[src/rtl/video_pkg.sv]
// rtl/video_pkg.sv - shared types, channel slices and helpers for the video decimator
package video_pkg;

    // Channel positions in the receiver word, in units of CH_W: R on top, then B, then G.
    localparam int R_HI = 3;
    localparam int R_LO = 2;
    localparam int B_HI = 2;
    localparam int B_LO = 1;
    localparam int G_HI = 1;
    localparam int G_LO = 0;

    typedef enum logic [1:0] {
        IDLE    = 2'd0,
        WAIT_VS = 2'd1,
        CAPTURE = 2'd2
    } state_t;

    function automatic int clog2(input int value);
        int result;
        result = 0;
        while ((1 << result) < value) result++;
        return result;
    endfunction

endpackage

[src/rtl/hbox_accum.sv]
// rtl/hbox_accum.sv - per-channel horizontal box accumulator producing the truncated group mean
module hbox_accum
    import video_pkg::*;
#(
    parameter int CH_W  = 8,
    parameter int H_DEC = 2
) (
    input  logic            clk,
    input  logic            rst,
    input  logic            load,
    input  logic            add,
    input  logic [CH_W-1:0] pixel,
    output logic [CH_W-1:0] mean
);
    localparam int SH = clog2(H_DEC);
    localparam int AW = CH_W + SH;

    logic [AW-1:0] acc;
    logic [AW-1:0] sum;

    // The sum includes the current pixel so the mean is ready in the same cycle as the last one.
    assign sum  = (load ? '0 : acc) + AW'(pixel);
    assign mean = sum[AW-1:SH];

    always_ff @(posedge clk or posedge rst) begin
        if (rst) begin
            acc <= '0;
        end else if (load) begin
            acc <= AW'(pixel);
        end else if (add) begin
            acc <= sum;
        end
    end

endmodule

[src/rtl/video_decimator.sv]
// rtl/video_decimator.sv - armed integer-factor video decimator with linear frame-buffer write port
module video_decimator
    import video_pkg::*;
#(
    parameter int CH_W       = 8,
    parameter int H_DEC      = 2,
    parameter int V_DEC      = 2,
    parameter bit AVG_EN     = 1'b0,
    parameter bit CONTINUOUS = 1'b1,
    parameter bit VS_POL     = 1'b1,
    parameter int ADDR_W     = 24,
    parameter int DEPTH      = 307200
) (
    input  logic              pclk,
    input  logic              rstb,
    input  logic              i_arm,
    input  logic              i_stop,
    input  logic [3*CH_W-1:0] i_data,
    input  logic              i_vde,
    input  logic              i_hsync,
    input  logic              i_vsync,
    output logic              o_ena,
    output logic [ADDR_W-1:0] o_addr,
    output logic [CH_W-1:0]   o_r,
    output logic [CH_W-1:0]   o_g,
    output logic [CH_W-1:0]   o_b,
    output logic              o_frame_start,
    output logic              o_frame_done,
    output logic              o_overflow,
    output logic              o_busy
);
    localparam int SH = clog2(H_DEC);
    localparam int CW = (SH > 0) ? SH : 1;
    localparam int RW = (clog2(V_DEC) > 0) ? clog2(V_DEC) : 1;

    logic [3*CH_W-1:0] data_q;
    logic              vde_q, vde_d, vs_q, vs_d, hsync_unused_q;

    always_ff @(posedge pclk or posedge rstb) begin
        if (rstb) begin
            data_q         <= '0;
            vde_q          <= 1'b0;
            vde_d          <= 1'b0;
            vs_q           <= 1'b0;
            vs_d           <= 1'b0;
            hsync_unused_q <= 1'b0;
        end else begin
            data_q         <= i_data;
            vde_q          <= i_vde;
            vde_d          <= vde_q;
            vs_q           <= i_vsync;
            vs_d           <= vs_q;
            hsync_unused_q <= i_hsync;
        end
    end

    logic boundary, vde_fall;
    assign boundary = (vs_q == VS_POL) && (vs_d != VS_POL);
    assign vde_fall = vde_d && !vde_q;

    state_t state, state_nxt;
    logic   start_nxt, done_nxt, stop_seen;

    always_ff @(posedge pclk or posedge rstb) begin
        if (rstb) state <= IDLE;
        else      state <= state_nxt;
    end

    always_comb begin
        state_nxt = state;
        start_nxt = 1'b0;
        done_nxt  = 1'b0;
        case (state)
            IDLE: begin
                if (i_arm && !i_stop) state_nxt = WAIT_VS;
            end
            WAIT_VS: begin
                if (i_stop) begin
                    state_nxt = IDLE;
                end else if (boundary) begin
                    state_nxt = CAPTURE;
                    start_nxt = 1'b1;
                end
            end
            CAPTURE: begin
                if (boundary) begin
                    done_nxt = 1'b1;
                    if (stop_seen || i_stop || !CONTINUOUS) state_nxt = IDLE;
                    else                                    start_nxt = 1'b1;
                end
            end
            default: state_nxt = IDLE;
        endcase
    end

    // A stop during capture is deferred so the current frame still completes.
    always_ff @(posedge pclk or posedge rstb) begin
        if (rstb)                              stop_seen <= 1'b0;
        else if (state != CAPTURE || boundary) stop_seen <= 1'b0;
        else if (i_stop)                       stop_seen <= 1'b1;
    end

    logic [CW-1:0] col;
    logic [RW-1:0] row;
    logic          col_last, col_first, emit;

    assign col_last  = (col == CW'(H_DEC - 1));
    assign col_first = (col == '0);
    assign emit      = (state == CAPTURE) && vde_q && !boundary && (row == '0) && col_last;

    always_ff @(posedge pclk or posedge rstb) begin
        if (rstb) begin
            col <= '0;
            row <= '0;
        end else if (start_nxt) begin
            col <= '0;
            row <= '0;
        end else if (vde_fall) begin
            col <= '0;
            row <= (row == RW'(V_DEC - 1)) ? '0 : row + 1'b1;
        end else if (vde_q) begin
            col <= col_last ? '0 : col + 1'b1;
        end
    end

    logic [CH_W-1:0] r_in, g_in, b_in, r_avg, g_avg, b_avg;
    assign r_in = data_q[R_HI*CH_W-1:R_LO*CH_W];
    assign b_in = data_q[B_HI*CH_W-1:B_LO*CH_W];
    assign g_in = data_q[G_HI*CH_W-1:G_LO*CH_W];

    hbox_accum #(.CH_W(CH_W), .H_DEC(H_DEC)) u_acc_r (
        .clk(pclk), .rst(rstb), .load(vde_q && col_first), .add(vde_q && !col_first),
        .pixel(r_in), .mean(r_avg)
    );
    hbox_accum #(.CH_W(CH_W), .H_DEC(H_DEC)) u_acc_g (
        .clk(pclk), .rst(rstb), .load(vde_q && col_first), .add(vde_q && !col_first),
        .pixel(g_in), .mean(g_avg)
    );
    hbox_accum #(.CH_W(CH_W), .H_DEC(H_DEC)) u_acc_b (
        .clk(pclk), .rst(rstb), .load(vde_q && col_first), .add(vde_q && !col_first),
        .pixel(b_in), .mean(b_avg)
    );

    // One extra bit lets the address saturate at DEPTH without wrapping.
    logic [ADDR_W:0] addr;

    always_ff @(posedge pclk or posedge rstb) begin
        if (rstb) begin
            addr          <= '0;
            o_ena         <= 1'b0;
            o_addr        <= '0;
            o_r           <= '0;
            o_g           <= '0;
            o_b           <= '0;
            o_frame_start <= 1'b0;
            o_frame_done  <= 1'b0;
            o_overflow    <= 1'b0;
        end else begin
            o_ena         <= 1'b0;
            o_frame_start <= start_nxt;
            o_frame_done  <= done_nxt;
            if (start_nxt) begin
                addr       <= '0;
                o_overflow <= 1'b0;
            end else if (emit) begin
                if (addr == (ADDR_W + 1)'(DEPTH)) begin
                    o_overflow <= 1'b1;
                end else begin
                    o_ena  <= 1'b1;
                    o_addr <= addr[ADDR_W-1:0];
                    addr   <= addr + 1'b1;
                    o_r    <= AVG_EN ? r_avg : r_in;
                    o_g    <= AVG_EN ? g_avg : g_in;
                    o_b    <= AVG_EN ? b_avg : b_in;
                end
            end
        end
    end

    assign o_busy = (state != IDLE);

endmodule

[config.mk]
export PLATFORM = sky130hd
export DESIGN_NAME = video_decimator
export DESIGN_NICKNAME = d
export VERILOG_FILES = /design/src/rtl/video_pkg.sv /design/src/rtl/hbox_accum.sv /design/src/rtl/video_decimator.sv
export SDC_FILE = /design/constraint.sdc
export NUM_CORES = 1
export LEC_CHECK = 0
export BUFFER_PORTS_ARGS = -buffer_cell sky130_fd_sc_hd__buf_4
export CORE_ASPECT_RATIO = 2
export CORE_UTILIZATION = 55
export CTS_BUF_LIST = sky130_fd_sc_hd__clkbuf_8
export CTS_CLUSTER_DIAMETER = 50
export DETAILED_ROUTE_END_ITERATION = 10
export PLACE_DENSITY = 0.79
export RECOVER_POWER = 50
export SYNTH_ARGS = -nofsm -noshare
export SYNTH_HDL_FRONTEND = slang
export SYNTH_SLANG_ARGS = --single-unit
export TNS_END_PERCENT = 1
[constraint.sdc]
create_clock -name pclk -period 4.8 [get_ports pclk]
set_clock_uncertainty 0.15 [all_clocks]
set_input_delay 0 -clock pclk [delete_from_list [all_inputs] [get_ports pclk]]
set_output_delay 0 -clock pclk [all_outputs]
set_load 0.02 [all_outputs]
# --- Word level (Yosys, flattened, before mapping) ---
# Index checks and enable logic that the tools add are counted.
# Widths: inputs -> output; s select.
totals:
  out_inout_bits: 53
  regBits: 110
  in_bits: 31
classes:
  reduce_logical: 23
  addsub: 3
  eq_ne: 9
  bitwise_logic: 4
  muxes: 30
ops:
  columns: ["operator", "count"]
  rows:
  - ["$mux 25", 3]
  - ["$add 25x1->25 const B", 1]
  - ["$eq 25x19->1 const B", 1]
  - ["$mux 1", 20]
  - ["$mux 2", 5]
  - ["$ne 2x2->1 const B", 5]
  - ["$reduce_bool 2->1", 5]
  - ["$logic_and 1x1->1", 7]
  - ["$pmux 2 s3", 1]
  - ["$not 1->1", 4]
  - ["$reduce_and 2->1", 2]
  - ["$reduce_and 4->1", 1]
  - ["$logic_not 1->1", 3]
  - ["$ne 3x3->1 const B", 1]
  - ["$reduce_and 3->1", 1]
  - ["$reduce_bool 3->1", 1]
  - ["$add 1x1->1 const B", 2]
  - ["$eq 2x1->1 const B", 1]
  - ["$eq 2x2->1 const B", 1]
  - ["$logic_not 2->1", 1]
  - ["$logic_or 1x1->1", 2]
  - ["$pmux 1 s2", 1]

# --- Longest topological paths before layout ---
# Gate-level depths: netlist of run 1.
logic_depth:
  depth_word: 8
  mapped_depth: 10
  mapped_depth_nobuf: 8

# --- Least setup slack after synthesis of run 1 ---
# Ideal clock, no wire load.
synth_path:
  path_kind: "register to register"
  startpoint: "register addr[10]"
  endpoint: "register o_b[3]"
  path_slack_ns: 2.494
  path_buffers: 1
  path_stages_with_launch: 7
  setup_time_ns: 0.125
  arrival_ns: 2.031
  cell_sequence: "dfrtp_1 > or4_1 > or4_4 > o21ai_4 > inv_2 > buf_6 > mux2_4"
synth_between:
  elab_chain_len: 3
synth_lines:
  columns: ["item", "line_no", "source"]
  rows:
  - ["start, declared", "video_decimator.sv:145", "logic [ADDR_W:0] addr;"]
  - ["start signal, assigned", "video_decimator.sv:171", "addr <= addr + 1'b1;"]
  - ["$eq 25x19->1", "video_decimator.sv:166", "if (addr == (ADDR_W + 1)'(DEPTH)) begin"]
  - ["$not 1->1 (no source line)", null, null]
  - ["$reduce_and 3->1 (no source line)", null, null]
  - ["end signal, assigned", "video_decimator.sv:174", "o_b <= AVG_EN ? b_avg : b_in;"]
  - ["end, declared", "video_decimator.sv:26", "output logic [CH_W-1:0] o_b,"]
# Every way passes these cells.
# A chain may end at the register's enable or synchronous reset.

# --- Final worst setup path of run 1 ---
layout_path:
  startpoint: "register state[0]"
  endpoint: "register addr[22]"
layout_between:
  elab_chain_len: 7
  word_cells_on_any_way: 11
  cone_classes: "eq/ne: 3; mux: 2; reduce/logical: 6"
layout_lines:
  columns: ["item", "line_no", "source"]
  rows:
  - ["start, declared", "video_decimator.sv:61", "state_t state, state_nxt;"]
  - ["start signal, assigned", "video_decimator.sv:66", "else state <= state_nxt;"]
  - ["$eq 2x2->1", "video_decimator.sv:73, video_decimator.sv:109", null]
  - ["$logic_and 1x1->1 (4 in a row)", "video_decimator.sv:109", "assign emit = (state == CAPTURE) && vde_q && !boundary && (row == '0) && col_last;"]
  - ["$reduce_bool 2->1 (no source line)", null, null]
  - ["$reduce_and 2->1 (no source line)", null, null]
# Parallel ways exist; a longest one is shown, timed or not.

==> results.yml, run 1 <==
synth:
  syn-num-nets: 404
  synth_top_family_by_area: "simple AND/OR/NAND/NOR gates"
  synth_area_per_cell_um2: 11.9
  synth_mux_area_share_pct: 8.82
  synthTopCellsByArea: "dfrtp_1 (63%), mux2_4 (6.9%), nand2_1 (6.8%), xnor2_1 (2.2%), nor2_1 (1.9%)"
  yosys_warnings: 0
  synth-compound-area-share_pct: 3.29
  synthSimpleGateAreaFrac_pct: 17.2
  synth-async-reset-ratio_pct: 100
  syn_area_um2: 4370
  synthAdderAreaFrac_pct: 1.43
  yosysUniqueCellTypes: 42
  ys_ff_latch: 110
  synth_cells: 368
  synth_xor_area_share_pct: 3.01
  synth.top_cell.area_share_pct: 63.0
  synth_area_leader_cell: "dfrtp_1"
  synth_edf_count: 0
  yosysSeqAreaShare_pct: 63.0
  ys.flop_type: "dfrtp_1"
drt:
  first_pass_iters: 4
  remaining_drc_errors: 0
  ant_nets: 0
  drtIter0Drc: 257
  via_per_inst: 5.32
  drt-wirelength-per-cell_um: 15.8
  routed_wl_um: 9030
  vias: 3044
sta:
  final.min_clock_period_ns: 2.77
  maxClockFrequency_mhz: 361
  rsz0062_at_grt: "no"
  tightest_slew_ns: 2.51
  slew_headroom_pct: -67.9
  fin_crit_sh_pct: 57.7
  hold_viol: 0
  fin_ws_ns: 2.03
  final.setup.tns_ns: 0
  maxSlewViolCount: 61
  setup_viol: 0
floorplanning:
  start_util_pct: 57.0
  die_width_um: 65.0
  die_area_um2: 8320
  ios: 84
  rows: 45
  die_y_um: 128
  fp.coreArea_um2: 7660
setup_path:
  worstReg2RegStart: "state[0]"
  r2r_cells: 7
  r2r-end: "addr[22]"
  path_max_fanout: 20
  setup.worst_path.end: "addr[22]"
  start_kind: "flop"
  end_kind: "flop"
  regToRegSetupSlack_ns: 2.03
  criticalPathCategory: "reg2reg"
  crit_start: "state[0]"
  crit_arrival_ns: 2.87
  crit_required_ns: 4.90
final_layout:
  num-nets-final: 510
  fin_area_um2: 5340
  multi_input_area_um2: 1470
  area_growth_pct: 22.3
  fillCellCount: 648
  post-route-util_pct: 69.8
  antenna_cells: 0
  seqCellArea_um2: 2750
  drive_gt1_share_pct: 16.1
worst_hold_path:
  holdCritStartpoint: "i_arm"
  min_path_type: "in2reg"
clock_tree:
  numCtsBuffers: 9
  post-cts-setup-buffer-count: 0
  worstSkewPairLatency_ns: 0.37
  clockBufferDepth: 2
  clk_pin_slew_worst_paths_ns: 0.10
  cts-root-buf: "clkbuf_8"
  cts_tree: "yes"
  cts.sinks: 110
  htreeDepth: 3
place:
  port_buffers: 82
  dpl.hpwl_um: 5780
  dp_slack_ns: 2.04
  place_congestion: 0.885
  placed_area_um2: 5030
global_routing:
  grtUsageTotal_pct: 23.6
  grt_max_degree: 61
  grt_remaining_overflow: 0
  grt_pass1_wl_um: 14900
  grt_antenna_before_repair: 0
  grt_pass1_vias: 3162
power:
  power_density_nw_per_um2: 529
  peakVddDrop_mv: 0.307
  power.leakage_nw: 2.53
flow_run:
  max_cap_violations: 1
outcome:
  status: "complete, but fails checks"
  violations: "max-capacitance violations, max-slew violations"
[how the worst min path moves through the flow]
| stage | cells after the start | to |
|---|---|---|
| finish | 4 | state[1] |
| global route | 4 | state[1] |
| CTS | 4 | state[1] |
| detailed placement | 1 | data_q[5] |
| global placement | 1 | data_q[8] |
| floorplan | 0 | data_q[0] |
[layout make-up]
type / instances / share of cell area, %
Multi-Input combinational cell: 229 / 27.6
Clock inverter: 4 / 1.31
Timing Repair Buffer: 113 / 13.7
Sequential cell: 110 / 51.5
Tap cell: 94 / 2.20
Clock buffer: 11 / 2.83
Inverter: 11 / 0.796
[stage by stage]
step / cells / hold slack [ns] / total power, W
6_report: 572 / 0.00476 / 0.00282
5_1_grt: 572 / 0.0958 / 0.00299
4_1_cts: 572 / 0.00267 / 0.00295
3_5_place_dp: 529 / -0.0395 / 0.00232
3_3_place_gp: 529 / -0.0406 / 0.00228
2_1_floorplan: 368 / -0.119 / 0.00195
[layout by cell type (no fill, tap or decap), types with 2 or more instances in the layout]
master and n:
clkbuf_4 27, nand2_1 79, and2_1 2, o31ai_1 2, mux2_4 20, and3_1 3, or4_1 2, and4_1 2
dlygate4sd3_1 28, clkbuf_1 49, dfrtp_1 110, xor2_1 4, clkinv_2 2, nor2b_1 3, nand4_1 11, bufinv_16 2
nand3_1 12, clkbuf_8 11, nor2_1 22, o211ai_1 2, nor3_1 5, nor4_1 8, inv_1 9, a21oi_1 3
or3_1 3, mux2_1 4, xnor2_1 11, mux2i_1 4, ha_1 5, o21ai_0 8, buf_4 9, nor4b_1 2
nand2b_1 2
[power breakdown]
group | leakage [nW] | total, W | switching, W | internal, W
combinational | 0.998 | 0.000795 | 0.000467 | 0.000329
sequential | 1.42 | 0.00142 | 0.000241 | 0.00118
clock | 0.115 | 0.000606 | 0.000288 | 0.000318
[layer usage]
metal	wire length, um	vias up	global-route usage, %
met4	241	0	11.0
met1	3680	1501	28.1
met3	434	17	4.80
met5	0	-	0
li1	-	1441	-
met2	4670	85	40.3
[cells by family after synthesis]
| kind of cell | Yosys count |
|---|---|
| xor gates and xnor gates | 15 |
| DFF | 110 |
| and+or+nand+nor | 160 |
| muxes | 28 |
| buffers and inverters | 29 |
| adders and majority gates | 5 |
| AOI/OAI and AO/OA | 21 |
[cells in the mapped netlist (2+ instances only)]
cell type,instances
and3_1,3
a21oi_1,3
nand3_1,12
clkbuf_2,2
nand2_1,79
xor2_1,4
xnor2_1,11
nor2b_1,3
inv_1,10
dfrtp_1,110
clkbuf_1,6
and2_1,2
nand4_1,11
mux2i_1,4
buf_6,3
nor4b_1,2
or3_1,3
o211ai_1,2
o31ai_1,2
nor4_1,8
nor2_1,22
buf_2,6
ha_1,5
nand2b_1,2
mux2_1,4
mux2_4,20
o21ai_0,8
or4_1,2
and4_1,2
nor3_1,5
[sequential cells by signal (all words and copies together) (netlist names), 2 cells and up]
signal and cells:
state 2, o_addr 24, addr 25, o_r 8, o_b 8, data_q 24, o_g 8
[timing repair]
action,CTS,global route
resized for setup,0,0
hold endpoints to repair,88,0
hold buffers,28,0
[critical path: stages (launching register included)]
cell,delay [ns]
dfrtp_1,0.40
inv_1,0.11
ha_1,0.27
a21oi_1,0.10
or4b_2,0.79
inv_1,0.59
or4_1,0.21
nand2_1,0.05
No activity file was read; power rests on OpenSTA's default activity.
==> run 2: changes to the inputs <==
Clock period 4.8 ns to 2.75 ns, I/O delays scaled along.
==> results.yml, run 2 (synthesis gave the netlist of run 1 again) <==
outcome:
  status: "finished, final reports clean"
drt:
  ant_nets: 0
  drtIter0Drc: 242
  drt-wirelength-per-cell_um: 16.4
  top_layer: "met4"
  vias: 3103
  routed_wl_um: 9580
  first_pass_iters: 4
  remaining_drc_errors: 0
  dr_wl_met3_um: 378
  via_per_inst: 5.32
  drt-met1-wl_um: 3740
  wl_met2_um: 5200
sta:
  hold_viol: 0
  setup_viol: 0
  final.setup.tns_ns: 0
  maxSlewViolCount: 0
  final.min_clock_period_ns: 2.52
  maxClockFrequency_mhz: 396
  rsz0062_at_grt: "no"
  fin_ws_ns: 0.227
  slew_headroom_pct: 4.32
  tightest_slew_ns: 1.44
  fin_crit_sh_pct: 91.7
global_routing:
  grt_pass1_wl_um: 15400
  grt_antenna_before_repair: 0
  grtUsageTotal_pct: 25.1
  grt_remaining_overflow: 0
  grt_max_degree: 111
  grt_pass1_vias: 3131
floorplanning:
  ios: 84
  fp.coreArea_um2: 7660
  die_y_um: 128
  die_width_um: 65.0
  rows: 45
  start_util_pct: 57.0
  die_area_um2: 8320
setup_path:
  cpPeakStageDelay_ns: 0.54
  crit_required_ns: 2.87
  crit_arrival_ns: 2.65
  cp_slowest_cell: "or4_1"
  crit_path_cell_trace: "or4_1 -> or4_4 -> o21ai_4 -> inv_2 -> buf_4 -> mux2_4"
  start_kind: "flop"
  r2r_cells: 6
  worstReg2RegStart: "addr[11]"
  regToRegSetupSlack_ns: 0.23
  criticalPathCategory: "reg2reg"
  path_max_fanout: 14
  r2r-end: "o_g[4]"
  end_kind: "flop"
clock_tree:
  cts.sinks: 110
  clk_pin_slew_worst_paths_ns: 0.10
  cts-root-buf: "clkbuf_8"
  cts_tree: "yes"
  cts_resized: 0
  worstSkewPairLatency_ns: 0.38
  numCtsBuffers: 9
  htreeDepth: 3
  clockBufferDepth: 2
final_layout:
  final_common_cell: "dfrtp_1"
  fillCellCount: 531
  fin_area_um2: 5630
  num-nets-final: 520
  reg_top3: "addr: 25 flops, data_q: 24 flops, o_addr: 24 flops"
  finalNonFillerCells: 583
  final_cell_mix: "dfrtp_1 (110), nand2_1 (79), buf_4 (64)"
  area_growth_pct: 28.8
  largest-register: "addr"
  drive_gt1_share_pct: 27.2
  multi_input_area_um2: 1470
  largest_reg_flops: 25
  seqCellArea_um2: 2750
  antenna_cells: 0
place:
  port_buffers: 82
  place_congestion: 0.891
  dp_slack_ns: 0.256
  dpl.hpwl_um: 6050
  place_inst: 538
  placed_area_um2: 5130
power:
  power_density_nw_per_um2: 923
  power.leakage_nw: 2.78
  peakVddDrop_mv: 0.484
worst_hold_path:
  min_path_type: "in2reg"
  holdCritStartpoint: "i_data[23]"
  whs_path_depth: 2
  hold_end: "data_q[23]"
flow_run:
  max_cap_violations: 0
-- run 2: cell count changes in the layout (fill, tap and decap cells not counted), moves of 2 or more --
cell	delta
buf_12	+2
clkinvlp_4	+2
clkbuf_1	-47
buf_4	+55
-- run 2: repair_timing --
action,in CTS,in global routing
setup buffers,0,0
hold buffers,29,0
hold endpoints to repair,140,0
-- run 2: where the power goes --
| group | leakage, nW | internal (W) | switching, W |
|---|---|---|---|
| Sequential | 1.42 | 0.00206 | 0.000408 |
| Combinational | 1.25 | 0.000795 | 0.000856 |
| Clock | 0.114 | 0.000536 | 0.000531 |
| Total | 2.78 | 0.00340 | 0.00179 |
-- run 2: worst max path at each step --
stage                     endpoint  depth (start not counted)  startpoint
after global routing        o_g[4]                          6    addr[11]
after floorplan             o_b[3]                          6    addr[10]
final                       o_g[4]                          6    addr[11]
after detailed placement    o_g[0]                          6    addr[11]
after CTS                   o_g[3]                          6    addr[11]
after global placement      o_g[2]                          6    addr[11]
-- run 2: worst max-delay path: cells and delay by family (launching register included) --
family                 cells  cell delay [ns]
multiplexers               1             0.32
buffers and inverters      2             0.36
AO/OA/AOI/OAI              1             0.15
flip-flops                 1             0.44
AND/OR/NAND/NOR            2             0.99
-- run 2: layout make-up --
class / count / share of cell area [%]
well taps: 94 / 2.09
clock inverters: 6 / 1.51
clock buffers: 10 / 2.45
flip-flops and latches: 110 / 48.9
inverters: 11 / 0.801
repair buffers: 123 / 18.0
multi-input cells: 229 / 26.2
-- run 2: per-stage QoR --
step	hold WS, ns	power [W]	utilization [%]
3_3_place_gp	-0.0404	0.00403	67.0
4_1_cts	0.0920	0.00522	73.7
5_1_grt	0.109	0.00547	73.5
3_5_place_dp	-0.0397	0.00411	67.0
2_1_floorplan	-0.119	0.00340	-
6_report	0.127	0.00519	73.5
-- run 2: layer usage --
| metal | global-route usage, % | up-vias |
|---|---|---|
| met2 | 43.4 | 79 |
| met1 | 28.3 | 1536 |
| met4 | 13.0 | 0 |
| met3 | 5.60 | 22 |
| met5 | 0 | - |
| li1 | - | 1466 |
==> run 3: changes to the inputs <==
Settings changed: CAP_MARGIN set to 30, GPL_ROUTABILITY_DRIVEN set to 0, REMOVE_ABC_BUFFERS set to 1.
==> results.yml, run 3 (synthesis gave the netlist of run 1 again) <==
outcome:
  status: "complete, but fails checks"
  violations: "max-capacitance violations, max-slew violations"
drt:
  via_per_inst: 5.37
  vias: 3118
  drtIter0Drc: 198
  first_pass_iters: 5
  drt-wirelength-per-cell_um: 15.5
  ant_nets: 0
  remaining_drc_errors: 0
  routed_wl_um: 8980
sta:
  rsz0062_at_grt: "no"
  hold_viol: 0
  setup_viol: 0
  slew_headroom_pct: -14.2
  fin_ws_ns: 0.208
  tightest_slew_ns: 1.71
  hold_ws_ns: 0.130
  maxClockFrequency_mhz: 393
  final.min_clock_period_ns: 2.54
  fin_crit_sh_pct: 92.5
  maxSlewViolCount: 48
setup_path:
  cp_slowest_cell: "or4_1"
  crit_arrival_ns: 2.66
  crit_path_cell_trace: "or4_1 -> or4_4 -> o21ai_4 -> inv_2 -> buf_12 -> mux2_1"
  criticalPathCategory: "reg2reg"
  end_kind: "flop"
  crit_required_ns: 2.86
  start_kind: "flop"
  path_max_fanout: 40
  cpPeakStageDelay_ns: 0.53
final_layout:
  fillCellCount: 618
  antenna_cells: 0
  drive_gt1_share_pct: 16.4
  final_common_cell: "dfrtp_1"
  multi_input_area_um2: 1470
  finalNonFillerCells: 581
  largest-register: "addr"
  num-nets-final: 518
  final_cell_mix: "dfrtp_1 (110), nand2_1 (79), clkbuf_1 (52)"
  reg_top3: "addr: 25 flops, data_q: 24 flops, o_addr: 24 flops"
  seqCellArea_um2: 2750
  largest_reg_flops: 25
  fin_area_um2: 5430
  area_growth_pct: 24.3
clock_tree:
  numCtsBuffers: 9
  htreeDepth: 3
  cts_resized: 0
  post-cts-setup-buffer-count: 0
  cts-root-buf: "clkbuf_8"
  cts.sinks: 110
  cts_tree: "yes"
  clockBufferDepth: 2
  clk_pin_slew_worst_paths_ns: 0.10
  worstSkewPairLatency_ns: 0.38
floorplanning:
  start_util_pct: 57.0
  rows: 45
  ios: 84
  die_y_um: 128
  die_width_um: 65.0
  fp.coreArea_um2: 7660
  die_area_um2: 8320
power:
  swShare_pct: 35.5
  p_sw_w: 0.00179
  power.leakage_nw: 2.57
  seq_power_share_pct: 49.0
  comb_power_share_pct: 28.0
  p_int_w: 0.00325
  power_density_nw_per_um2: 929
  clkPwrFrac_pct: 23.0
  total_power_w: 0.00504
  peakVddDrop_mv: 0.644
global_routing:
  grt_max_degree: 65
  grt_pass1_vias: 3243
  grt_antenna_before_repair: 0
  grtUsageTotal_pct: 23.9
  grt_pass1_wl_um: 14800
  grt_remaining_overflow: 0
place:
  placed_area_um2: 5100
  dp_slack_ns: 0.229
  port_buffers: 82
  place_inst: 536
  dpl.hpwl_um: 5860
flow_run:
  max_cap_violations: 1
worst_hold_path:
  min_path_type: "in2reg"
==> run 3: cell type report <==
| type | instances | area share (%) |
|---|---|---|
| clock buffers | 9 | 2.28 |
| clock inverters | 7 | 2.19 |
| inverters | 11 | 0.760 |
| multi-input cells | 229 | 27.1 |
| flip-flops and latches | 110 | 50.7 |
| well taps | 94 | 2.17 |
| repair buffers | 121 | 14.8 |
==> run 3: power groups by stage <==
stage / clock [W] / combinational, W / sequential [W]
after floorplan: 0 / 0.000663 / 0.00271
after global placement: 0 / 0.00153 / 0.00249
after detailed placement: 0 / 0.00159 / 0.00250
after CTS: 0.00118 / 0.00163 / 0.00248
after global routing: 0.00124 / 0.00155 / 0.00253
final: 0.00116 / 0.00141 / 0.00247
==> run 3: repair_timing <==
action                     4_1_cts  5_1_grt
hold endpoints to repair        75        0
hold buffers                    29        0
setup endpoints to repair        0        0
==> run 3: worst max-delay path: cells and delay by family (launching register included) <==
family	cells	cell delay, ns
buf+inv	2	0.32
compound gates	1	0.15
simple gates	2	0.98
flops	1	0.45
mux	1	0.35
==> run 3: layer usage <==
metal | vias up | GRT usage (%) | share of wire (%)
li1 | 1457 | - | -
met1 | 1537 | 27.7 | 39
met2 | 94 | 38.7 | 52
met3 | 30 | 6.58 | 4.6
met4 | 0 | 14.6 | 4.3
met5 | - | 0 | 0
==> run 3: stage by stage <==
| stage | TNS (ns) | utilization [%] |
|---|---|---|
| global route | 0 | 70.9 |
| detailed placement | 0 | 66.7 |
| CTS | 0 | 73.6 |
| floorplan | -39.89 | - |
| finish | 0 | 70.9 |
| global placement | 0 | 66.7 |
==> run 3: path summary, 6_finish.rpt <==
kind | startpoint | to | slack [ns] | cells past startpoint
worst max-delay path | addr[10] | o_b[1] | 0.21 | 6
max in group asynchronous | rstb | data_q[5] | 0.58 | 4
worst min register to register | vs_q | vs_d | 0.26 | 0
min in group asynchronous | rstb | o_r[0] | 0.58 | 3
worst min-delay path | i_data[4] | data_q[4] | 0.13 | 2
worst max register to register | addr[10] | o_b[1] | 0.21 | 6
